===== config.mk =====
export PLATFORM = sky130hd
export DESIGN_NAME = id_ex_stage
export DESIGN_NICKNAME = d
export VERILOG_FILES = /design/src/rtl/id_ex_stage.sv
export SDC_FILE = /design/constraint.sdc
export NUM_CORES = 1
export LEC_CHECK = 0
export BUFFER_PORTS_ARGS = -buffer_cell sky130_fd_sc_hd__buf_4
export CAP_MARGIN = 20
export CORE_AREA = 2 2 146 148
export CTS_BUF_LIST = sky130_fd_sc_hd__clkbuf_4 sky130_fd_sc_hd__clkbuf_8 sky130_fd_sc_hd__clkbuf_16
export CTS_CLUSTER_DIAMETER = 120
export DETAILED_ROUTE_END_ITERATION = 16
export DIE_AREA = 0 0 148 150
export MAX_ROUTING_LAYER = met4
export PLACE_DENSITY_LB_ADDON = 0.05
export SYNTH_ARGS = -nofsm -noshare
export SYNTH_HDL_FRONTEND = slang
export SYNTH_SLANG_ARGS = --single-unit

===== constraint.sdc =====
create_clock -name clk -period 5.29 [get_ports clk]
set_clock_uncertainty 0.2 [all_clocks]
set_input_delay 0.2645 -clock clk [delete_from_list [all_inputs] [get_ports clk]]
set_output_delay 0.2645 -clock clk [all_outputs]
set_load 0.1 [all_outputs]

===== src/rtl/id_ex_stage.sv =====
// ID/EX pipeline register: latches decoded fields and registers ALU decode.
// Optional operand forwarding is enabled by defining ID_EX_FWD_EN.
module id_ex_stage (
    input  logic        clk,
    input  logic        rst,
    input  logic        in_valid,
    output logic        in_ready,
    input  logic [31:0] in_pc,
    input  logic [6:0]  in_opcode,
    input  logic [2:0]  in_funct3,
    input  logic        in_funct7b5,
    input  logic [4:0]  in_rs1_addr,
    input  logic [4:0]  in_rs2_addr,
    input  logic [4:0]  in_rd_addr,
    input  logic [31:0] in_rs1_data,
    input  logic [31:0] in_rs2_data,
    input  logic [31:0] in_imm,
    input  logic        flush,
    input  logic        ex_ready,
    input  logic        exmem_wen,
    input  logic [4:0]  exmem_rd,
    input  logic [31:0] exmem_data,
    input  logic        memwb_wen,
    input  logic [4:0]  memwb_rd,
    input  logic [31:0] memwb_data,
    output logic        ex_valid,
    output logic [31:0] alu_ra,
    output logic [31:0] alu_rb,
    output logic [3:0]  alu_sel,
    output logic [4:0]  ex_rd,
    output logic        ex_wen,
    output logic [31:0] ex_pc,
    output logic [31:0] ex_rs2_val
);

    localparam logic [6:0] OPC_OP    = 7'b0110011;
    localparam logic [6:0] OPC_OPIMM = 7'b0010011;
    localparam logic [6:0] OPC_LUI   = 7'b0110111;
    localparam logic [6:0] OPC_AUIPC = 7'b0010111;
    localparam logic [6:0] OPC_LOAD  = 7'b0000011;
    localparam logic [6:0] OPC_STORE = 7'b0100011;

    typedef enum logic [1:0] {
        RA_RS1,
        RA_PC,
        RA_ZERO
    } ra_src_t;

    logic        accept;
    logic [3:0]  d_sel;
    ra_src_t     d_ra;
    logic        d_rb_imm;
    logic        d_wen;

    logic [4:0]  rs1_addr_q;
    logic [4:0]  rs2_addr_q;
    logic [31:0] rs1_data_q;
    logic [31:0] rs2_data_q;
    logic [31:0] imm_q;
    logic        wen_q;
    ra_src_t     ra_src_q;
    logic        rb_imm_q;

    logic [31:0] rs1v;
    logic [31:0] rs2v;

    assign in_ready = !ex_valid || ex_ready;
    assign accept   = in_valid && in_ready && !flush;

    // Decode opcode into ALU select, operand sources and write enable.
    always_comb begin
        d_sel    = 4'b0000;
        d_ra     = RA_RS1;
        d_rb_imm = 1'b0;
        d_wen    = 1'b0;
        unique case (1'b1)
            (in_opcode == OPC_OP): begin
                d_sel = {in_funct3, in_funct7b5};
                d_wen = 1'b1;
            end
            (in_opcode == OPC_OPIMM): begin
                d_sel    = (in_funct3 == 3'b101) ?
                           {in_funct3, in_funct7b5} :
                           {in_funct3, 1'b0};
                d_rb_imm = 1'b1;
                d_wen    = 1'b1;
            end
            (in_opcode == OPC_LUI): begin
                d_ra     = RA_ZERO;
                d_rb_imm = 1'b1;
                d_wen    = 1'b1;
            end
            (in_opcode == OPC_AUIPC): begin
                d_ra     = RA_PC;
                d_rb_imm = 1'b1;
                d_wen    = 1'b1;
            end
            (in_opcode == OPC_LOAD): begin
                d_rb_imm = 1'b1;
                d_wen    = 1'b1;
            end
            (in_opcode == OPC_STORE): begin
                d_rb_imm = 1'b1;
            end
            default: begin
            end
        endcase
        if (in_rd_addr == 5'd0) begin
            d_wen = 1'b0;
        end
    end

    // Valid bit: flush beats accept, accept beats drain, stall holds.
    always_ff @(posedge clk or posedge rst) begin
        if (rst) begin
            ex_valid <= 1'b0;
        end else if (flush) begin
            ex_valid <= 1'b0;
        end else if (accept) begin
            ex_valid <= 1'b1;
        end else if (ex_ready) begin
            ex_valid <= 1'b0;
        end
    end

    // Payload registers load only on accept, so a stall holds them.
    always_ff @(posedge clk or posedge rst) begin
        if (rst) begin
            ex_pc      <= '0;
            ex_rd      <= '0;
            rs1_addr_q <= '0;
            rs2_addr_q <= '0;
            rs1_data_q <= '0;
            rs2_data_q <= '0;
            imm_q      <= '0;
            alu_sel    <= 4'b0000;
            wen_q      <= 1'b0;
            ra_src_q   <= RA_RS1;
            rb_imm_q   <= 1'b0;
        end else if (accept) begin
            ex_pc      <= in_pc;
            ex_rd      <= in_rd_addr;
            rs1_addr_q <= in_rs1_addr;
            rs2_addr_q <= in_rs2_addr;
            rs1_data_q <= in_rs1_data;
            rs2_data_q <= in_rs2_data;
            imm_q      <= in_imm;
            alu_sel    <= d_sel;
            wen_q      <= d_wen;
            ra_src_q   <= d_ra;
            rb_imm_q   <= d_rb_imm;
        end
    end

`ifdef ID_EX_FWD_EN
    // Resolve operands every cycle; the younger EX/MEM result wins.
    always_comb begin
        rs1v = rs1_data_q;
        rs2v = rs2_data_q;
        if (memwb_wen && memwb_rd == rs1_addr_q && memwb_rd != 5'd0) begin
            rs1v = memwb_data;
        end
        if (exmem_wen && exmem_rd == rs1_addr_q && exmem_rd != 5'd0) begin
            rs1v = exmem_data;
        end
        if (memwb_wen && memwb_rd == rs2_addr_q && memwb_rd != 5'd0) begin
            rs2v = memwb_data;
        end
        if (exmem_wen && exmem_rd == rs2_addr_q && exmem_rd != 5'd0) begin
            rs2v = exmem_data;
        end
    end
`else
    logic unused_fwd;
    assign unused_fwd = ^{exmem_wen, exmem_rd, exmem_data,
                          memwb_wen, memwb_rd, memwb_data,
                          rs1_addr_q, rs2_addr_q};
    assign rs1v = rs1_data_q;
    assign rs2v = rs2_data_q;
`endif

    // Select ALU operand A from register, PC or zero.
    always_comb begin
        unique case (ra_src_q)
            RA_PC:   alu_ra = ex_pc;
            RA_ZERO: alu_ra = 32'd0;
            default: alu_ra = rs1v;
        endcase
    end

    assign alu_rb     = rb_imm_q ? imm_q : rs2v;
    assign ex_rs2_val = rs2v;
    assign ex_wen     = ex_valid && wen_q;

endmodule


Word level (Yosys, flattened, before mapping). Cells that the tools add are included. W data, S select, Z words.

Bits in registers: 142. Output and inout bits: 140. Input port bits: 235. Logic and storage cells: 40.

Multiplexer cells: 11. Equality and inequality tests: 9. Reduce and logical (&&, ||, !) cells: 10.

Operators with widths (count): $pmux W32 S2 (1); $mux W32 (1); $eq A7 B6 Y1 const B (3); $eq A7 B5 Y1 const B (2); $reduce_or A5 Y1 (2); $pmux W4 S2 (1); $eq A7 B2 Y1 const B (1); $mux W1 (7); $logic_not A5 Y1 (1); $pmux W2 S2 (1); $eq A3 B3 Y1 const B (1); $logic_and A1 B1 Y1 (3); $reduce_bool A3 Y1 (1); $eq A2 B1 Y1 const B (1); $eq A2 B2 Y1 const B (1); $logic_not A1 Y1 (2); $logic_or A1 B1 Y1 (1).

Depth between registers and ports, before layout. Gate-level depths: netlist of run 1.

Depth after elaboration: 6. Depth in mapped cells: 6. Mapped depth without buffers: 4.

Worst setup path before layout of run 1. No wires, ideal clock.

Path kind: register to output. Start: register ex_pc[0]. End: output alu_ra[0]. Buffers on the path: 0. Stages on the path, launching flop included: 3. Arrival time: 3144 ps. Data required time: 4826 ps. Slack: 1682 ps. Cells stage by stage: dfrtp_1 nand2_1 o21ai_0.

Word-level cells in the longest chain between the ends: 1.

Ends and longest elaborated chain: from (decl) (RTL line 32) `output logic [31:0] ex_pc,`; from (signal assigned) (RTL line 141) `ex_pc <= in_pc;`; $pmux W32 S2 (RTL line 184) `unique case (ra_src_q)`; to (decl) (RTL line 27) `output logic [31:0] alu_ra,`.

Every way passes these cells.

Final worst setup path of run 1.
Start: register ra_src_q[0]. End: output alu_ra[31].

Word-level cells in the longest chain between the ends: 2.

Ends and longest elaborated chain: from (decl) (RTL line 61) `ra_src_t ra_src_q;`; from (signal assigned) (RTL line 150) `ra_src_q <= d_ra;`; $eq A2 B2 Y1 / $eq A2 B1 Y1 (equally long branches) (RTL line 184); $pmux W32 S2 * (RTL line 184).

Every way passes the cells marked *; elsewhere a longest branch is shown, timed or not.

==> results.sh, run 1 <==
export IMPL_global_route_total_usage_across_every_layer_pct=17.2
export IMPL_floorplan_die_height_um=150
export IMPL_detailed_place_area_um2=9040
export IMPL_ff2ff_setup_slack_ns=3.01
export IMPL_finalInstanceArea_um2=11100
export IMPL_netlist_instances=475
export IMPL_hold_viol_final=0
export IMPL_hpwl_um=12500
export IMPL_min_path_cells=3
export IMPL_data_required_time_of_the_critical_path_ns=4.83
export IMPL_power_density_cell_area_nw_per_um2=444
export IMPL_fmax_ghz=0.345
export IMPL_critPathSlowestCell="sky130_fd_sc_hd__ha_2"
export IMPL_worst_r2r_path_depth=5
export IMPL_routabilityCongestion=0.762
export IMPL_initial_utilization_pct=33.0
export IMPL_n_fill_cell=1816
export IMPL_vias=5258
export IMPL_tightest_slew_ns=1.01
export IMPL_detailedRoute_firstIterationViolations=156
export IMPL_ctsHtreeMaxLevel=4
export IMPL_worst_path_stages=4
export IMPL_critical_register_to_register_path_startpoint="ex_valid"
export IMPL_min_delay_start="in_opcode[4]"
export IMPL_syn_area_um2=6820
export IMPL_row_count=53
export IMPL_timing_setup_critical_path_class="reg2out"
export IMPL_maxSlewViolCount=0
export IMPL_antenna_cells=0
export IMPL_detail_route_vias_per_cell=4.43
export IMPL_clk_latency_ns=0.41
export IMPL_post_cts_gate_resize_count=0
export IMPL_design_core_area_um2=20700
export IMPL_power_leakage_nw=5.29
export IMPL_layout_area_overhead_vs_synth_pct=63.1
export IMPL_netlist_cell_type_count=30
export IMPL_drtAntennaViolNets=0
export IMPL_hp_class="in2reg"
export IMPL_tritoncts="built"
export IMPL_synth_seq_cells=142
export IMPL_finalWorstPathRequiredPeriod_ns=2.90
export IMPL_detail_route_drc_violations=0
export IMPL_post_cts_setup_buffer_count=0
export IMPL_max_cap_violations=0
export IMPL_final_common_cell="sky130_fd_sc_hd__buf_4"
export IMPL_number_of_antenna_violations_at_the_first_check_in_global_routing=0
export IMPL_grt_first_pass_wirelength_um=29200
export IMPL_cts_buffers_inserted=17
export IMPL_setup_viol=0
export IMPL_holdPathEnd="rb_imm_q"
export IMPL_crit_path_max_fanout=64
export IMPL_start_kind="flop"
export IMPL_grt_pass1_vias=5626
export IMPL_status="finished, final reports clean"
export IMPL_clkTransAtPathRegs_ns=0.06
export IMPL_layout_common_cells="sky130_fd_sc_hd__buf_4 (292), sky130_fd_sc_hd__dlygate4sd3_1 (144), sky130_fd_sc_hd__dfrtp_1 (142), sky130_fd_sc_hd__mux2_4 (104), sky130_fd_sc_hd__nand2_1 (65)"
export IMPL_worstSetupEndpointType="output pin"
export IMPL_cpLargestDelayFamily="adder cells"
export IMPL_detail_route_wirelength_um=18800
export IMPL_clock_sink_count=142
export IMPL_timing_critical_path_slowest_cell_delay_ns=0.98
export IMPL_grt_setup_unrepaired="no"
export IMPL_yosys_warnings=0
export IMPL_cp_num_buf_inv=1
export IMPL_timing_critical_path_cells="ha_2, nand2_1, o21ai_0, buf_4"
export IMPL_synth_net_count=711
export IMPL_timing_slew_headroom_pct=32.8
export IMPL_timing_setup_tns_ns=0
export IMPL_first_pass_iters=4
export IMPL_pin_count=375
export IMPL_portBuffers=288
export IMPL_cts_hold_buffers=144
export IMPL_clockRootBuffer="sky130_fd_sc_hd__clkbuf_16"
export IMPL_syn_mean_instance_area_um2=14.4
export IMPL_detail_route_wl_per_cell_um=15.8
export IMPL_critPathArrivalTime_ns=2.43
export IMPL_vdd_drop_max_mv=0.237
export IMPL_post_route_cells_drive_above_1_share_pct=54.3
export IMPL_chipWidth_um=148
export IMPL_dieArea_um2=22200
export IMPL_grt_overflow=0
export IMPL_clk_path_buf_depth=2
export IMPL_post_synthesis_sequential_area_ratio_pct=52.1
export IMPL_critical_path_reg2reg_endpoint="ex_rs2_val[9]"
export IMPL_grt_start_max_net_pins=88
export IMPL_finish_net_count=1137
export IMPL_layout_worst_path_cycle_share_pct=54.7
-- cell families after synthesis --
logic type / after synthesis / share of synthesized area [%]
multiplexers: 166 / 33.1
flip-flops: 142 / 52.1
AND/OR/NAND/NOR: 81 / 5.36
AO/OA/AOI/OAI: 48 / 3.87
buffers and inverters: 37 / 5.37
adder cells (fa/ha/maj): 1 / 0.183
-- worst max path at each step --
stage / start / end / slack (ns)
floorplan: rst / alu_sel[0] / 1.02
global placement: flush / ex_rs2_val[20] / 2.62
detailed placement: ex_valid / ex_rs2_val[16] / 2.60
CTS: ra_src_q[1] / alu_ra[4] / 2.32
global route: ra_src_q[1] / alu_ra[14] / 2.14
finish: ra_src_q[0] / alu_ra[31] / 2.39
-- report_power, final --
| part | internal (mW) | leakage, nW | switching (mW) |
|---|---|---|---|
| registers | 1.26 | 1.69 | 0.118 |
| clock network | 0.809 | 0.310 | 0.457 |
| logic | 0.644 | 3.29 | 1.64 |
| total | 2.72 | 5.29 | 2.22 |
-- metrics by stage --
step | setup WS, ns | utilization, % | power, mW | hold WS [ns] | std cells
2_1_floorplan | 1.02 | - | 3.14 | 0.131 | 475
6_report | 2.39 | 53.8 | 4.93 | 0.0431 | 1188
4_1_cts | 2.32 | 53.7 | 4.98 | 0.0229 | 1187
3_3_place_gp | 2.62 | 43.7 | 3.59 | 0.230 | 1012
5_1_grt | 2.14 | 53.8 | 5.12 | 0.0553 | 1188
3_5_place_dp | 2.60 | 43.7 | 3.60 | 0.236 | 1012
-- cell usage after synthesis (all sizes together) --
| master | number | share of area (%) |
|---|---|---|
| a22o | 1 | 0.13 |
| a32o | 1 | 0.15 |
| and2 | 1 | 0.092 |
| and3b | 1 | 0.13 |
| and4bb | 1 | 0.18 |
| buf | 20 | 4.4 |
| clkbuf | 11 | 0.61 |
| dfrtp | 142 | 52 |
| ha | 1 | 0.18 |
| inv | 6 | 0.33 |
| mux2 | 165 | 33 |
| mux2i | 1 | 0.15 |
| nand2 | 65 | 3.6 |
| nand2b | 1 | 0.20 |
| nand3 | 1 | 0.073 |
| nand3b | 1 | 0.11 |
| nand4 | 1 | 0.092 |
| nor2 | 4 | 0.33 |
| nor2b | 2 | 0.29 |
| nor3 | 1 | 0.073 |
| nor3b | 1 | 0.11 |
| o21ai | 40 | 2.9 |
| o21bai | 1 | 0.11 |
| o31ai | 5 | 0.55 |
| or2 | 1 | 0.092 |
-- sequential cells by signal, indices dropped and copies added (netlist names) --
signal,cells
ex_valid,1
alu_sel,4
ex_pc,32
ex_rd,5
wen_q,1
imm_q,32
rs1_data_q,32
ra_src_q,2
rb_imm_q,1
ex_rs2_val,32
-- routing by layer --
layer / GRT usage, % / part of all wire, %
met3: 3.96 / 5.2
met1: 21.6 / 44
met2: 27.9 / 50
met4: 5.05 / 1.1
met5: - / 0
-- cell type report --
| class | count | area (um^2) | share of cell area, % |
|---|---|---|---|
| Clock buffer | 20 | 454 | 4.08 |
| Clock inverter | 11 | 166 | 1.50 |
| Inverter | 6 | 27.5 | 0.247 |
| Multi-Input combinational cell | 296 | 2900 | 26.1 |
| Sequential cell | 142 | 3550 | 31.9 |
| Tap cell | 275 | 344 | 3.09 |
| Timing Repair Buffer | 438 | 3670 | 33.0 |
-- worst min-delay path, cell delays in order --
cell and delay [ns]:
sky130_fd_sc_hd__buf_4 0.11, sky130_fd_sc_hd__mux2i_1 0.07, sky130_fd_sc_hd__a22o_1 0.17
Power figures use the tool's default switching activity.
==> run 2, diff against run 1 <==
--- a/config.mk
+++ b/config.mk
@@ -7,11 +7,11 @@
 export LEC_CHECK = 0
 export BUFFER_PORTS_ARGS = -buffer_cell sky130_fd_sc_hd__buf_4
 export CAP_MARGIN = 20
-export CORE_AREA = 2 2 146 148
+export CORE_AREA = 2 2 144 146
 export CTS_BUF_LIST = sky130_fd_sc_hd__clkbuf_4 sky130_fd_sc_hd__clkbuf_8 sky130_fd_sc_hd__clkbuf_16
 export CTS_CLUSTER_DIAMETER = 120
 export DETAILED_ROUTE_END_ITERATION = 16
-export DIE_AREA = 0 0 148 150
+export DIE_AREA = 0 0 146 148
 export MAX_ROUTING_LAYER = met4
 export PLACE_DENSITY_LB_ADDON = 0.05
 export SYNTH_ARGS = -nofsm -noshare
==> constraint.sdc (replaced) <==
create_clock -name clk -period 2.6 [get_ports clk]
set_clock_uncertainty 0.2 [all_clocks]
set_input_delay 0.13 -clock clk [delete_from_list [all_inputs] [get_ports clk]]
set_output_delay 0.13 -clock clk [all_outputs]
set_load 0.1 [all_outputs]
==> run 2 against run 1 <==
Net effect:
- worst setup slack worse by 2.2 ns
- cell count up 0.17%
- critical path type unchanged
- first-iteration DRC count down 17%
- critical path depth up 2
- clock power up 100%
- register-to-register slack worse by 2.6 ns
- worst hold slack better by 0.063 ns
- via count up 0.76%
- sequential share of layout area down 0.28 points
- combinational power up 100%
==> results.sh, run 2 (synthesis results as in run 1) <==
export IMPL_start_kind="flop"
export IMPL_setup_viol=0
export IMPL_internal_power_mw=5.51
export IMPL_hpwl_um=12600
export IMPL_share_seq_of_total_power_pct=28.1
export IMPL_critPathArrivalTime_ns=2.05
export IMPL_clk_path_buf_depth=2
export IMPL_detail_route_drc_violations=0
export IMPL_layout_worst_path_cycle_share_pct=91.6
export IMPL_clk_latency_ns=0.41
export IMPL_initial_utilization_pct=34.0
export IMPL_grt_overflow=0
export IMPL_floorplan_die_height_um=148
export IMPL_postLayoutCoreUtil_pct=56.0
export IMPL_hold_viol_final=0
export IMPL_vias=5298
export IMPL_timing_setup_tns_ns=0
export IMPL_max_cap_violations=0
export IMPL_chipWidth_um=146
export IMPL_layout_area_overhead_vs_synth_pct=64.5
export IMPL_detail_route_vias_per_cell=4.45
export IMPL_first_pass_iters=4
export IMPL_pin_count=375
export IMPL_vdd_drop_max_mv=0.417
export IMPL_clkPwrFrac_pct=25.4
export IMPL_global_route_total_usage_across_every_layer_pct=18.2
export IMPL_detailedRoute_firstIterationViolations=129
export IMPL_worstSetupEndpointType="output pin"
export IMPL_power_density_cell_area_nw_per_um2=893
export IMPL_detail_route_wirelength_um=19000
export IMPL_status="finished, final reports clean"
export IMPL_design_core_area_um2=20000
export IMPL_detailed_place_area_um2=9100
export IMPL_fmax_ghz=0.420
export IMPL_clkTransAtPathRegs_ns=0.06
export IMPL_power_leakage_nw=5.33
export IMPL_finalInstanceArea_um2=11200
export IMPL_clock_sink_count=142
export IMPL_routabilityCongestion=0.789
export IMPL_post_route_cells_drive_above_1_share_pct=54.1
export IMPL_grt_first_pass_wirelength_um=30400
export IMPL_timing_setup_critical_path_class="reg2out"
export IMPL_p_comb_share_pct=46.6
export IMPL_ctsHtreeMaxLevel=4
export IMPL_portBuffers=288
export IMPL_data_required_time_of_the_critical_path_ns=2.27
export IMPL_antenna_cells=0
export IMPL_drtAntennaViolNets=0
export IMPL_cts_buffers_inserted=17
export IMPL_clockRootBuffer="sky130_fd_sc_hd__clkbuf_16"
export IMPL_number_of_antenna_violations_at_the_first_check_in_global_routing=0
export IMPL_tritoncts="built"
export IMPL_maxSlewViolCount=0
export IMPL_final_common_cell="sky130_fd_sc_hd__buf_4"
export IMPL_detail_route_wl_per_cell_um=16.0
export IMPL_grt_pass1_vias=5750
export IMPL_switching_share_pct=45.1
export IMPL_grt_start_max_net_pins=76
export IMPL_hp_class="in2reg"
export IMPL_timing_slew_headroom_pct=61.5
export IMPL_total_switching_power_mw=4.52
export IMPL_crit_path_max_fanout=31
export IMPL_grt_setup_unrepaired="no"
export IMPL_finalWorstPathRequiredPeriod_ns=2.38
export IMPL_row_count=52
export IMPL_finish_net_count=1146
export IMPL_dieArea_um2=21600
export IMPL_tightest_slew_ns=0.577
export IMPL_layout_common_cells="sky130_fd_sc_hd__buf_4 (292), sky130_fd_sc_hd__dlygate4sd3_1 (151), sky130_fd_sc_hd__dfrtp_1 (142), sky130_fd_sc_hd__mux2_4 (104), sky130_fd_sc_hd__nand2_1 (65)"
[run 2: what timing repair did]
action / CTS / global route
endpoints found under the hold margin: 284 / 0
hold buffers: 151 / 0
setup buffers: 0 / 0
resized for setup: 0 / 0
[run 2: final cells by class]
class                           count  area (um^2)
Clock buffer                       18          439
Clock inverter                     11          169
Fill cell                        1732         8820
Inverter                            6         26.3
Multi-Input combinational cell    296         2910
Sequential cell                   142         3550
Tap cell                          270          338
Timing Repair Buffer              447         3780
[run 2: critical path, stage by stage, from the launching register on]
cell and delay, ns:
sky130_fd_sc_hd__dfrtp_1 0.38, sky130_fd_sc_hd__inv_1 0.06, sky130_fd_sc_hd__ha_2 0.17, sky130_fd_sc_hd__buf_4 0.34, sky130_fd_sc_hd__nand2_1 0.08, sky130_fd_sc_hd__o21ai_0 0.24
sky130_fd_sc_hd__buf_4 0.35
[run 2: through the flow]
stage                     total power [mW]  cells  hold slack [ns]  worst slack, ns
after floorplan                       6.39    475         -0.00359           -0.874
after global placement                7.32   1010           0.0938            0.665
final                                 10.0   1190            0.106            0.219
after CTS                             10.1   1190           0.0775            0.191
after detailed placement              7.35   1010           0.0970            0.642
after global routing                  10.4   1190            0.113           0.0632
[run 2: worst paths after layout]
check                                end  cells past startpoint        start  slack [ns]
setup / recovery              alu_ra[28]                      6  ra_src_q[1]        0.22
hold / removal                     wen_q                      4     in_valid        0.11
setup reg to reg              alu_sel[0]                      4     ex_valid        0.39
hold reg to reg                    wen_q                      1        wen_q        0.30
max in group asynchronous       ex_pc[7]                      4          rst        1.60
min in group asynchronous  ex_rs2_val[4]                      4          rst        0.22
[run 2: per-layer routing]
metal  global-route usage [%]  vias to the layer above  routed length, um
li1                         -                     2526                  -
met1                     23.2                     2584               8650
met2                     29.7                      177               9210
met3                     3.70                       11                952
met4                     5.24                        0                178
met5                        -                        -                  0
[run 2: power by group through the flow]
stage | sequential [mW] | clock (mW) | combinational [mW]
6_report | 2.81 | 2.54 | 4.67
2_1_floorplan | 4.16 | 0 | 2.24
3_5_place_dp | 2.85 | 0 | 4.50
5_1_grt | 2.86 | 2.72 | 4.81
3_3_place_gp | 2.83 | 0 | 4.49
4_1_cts | 2.81 | 2.62 | 4.70
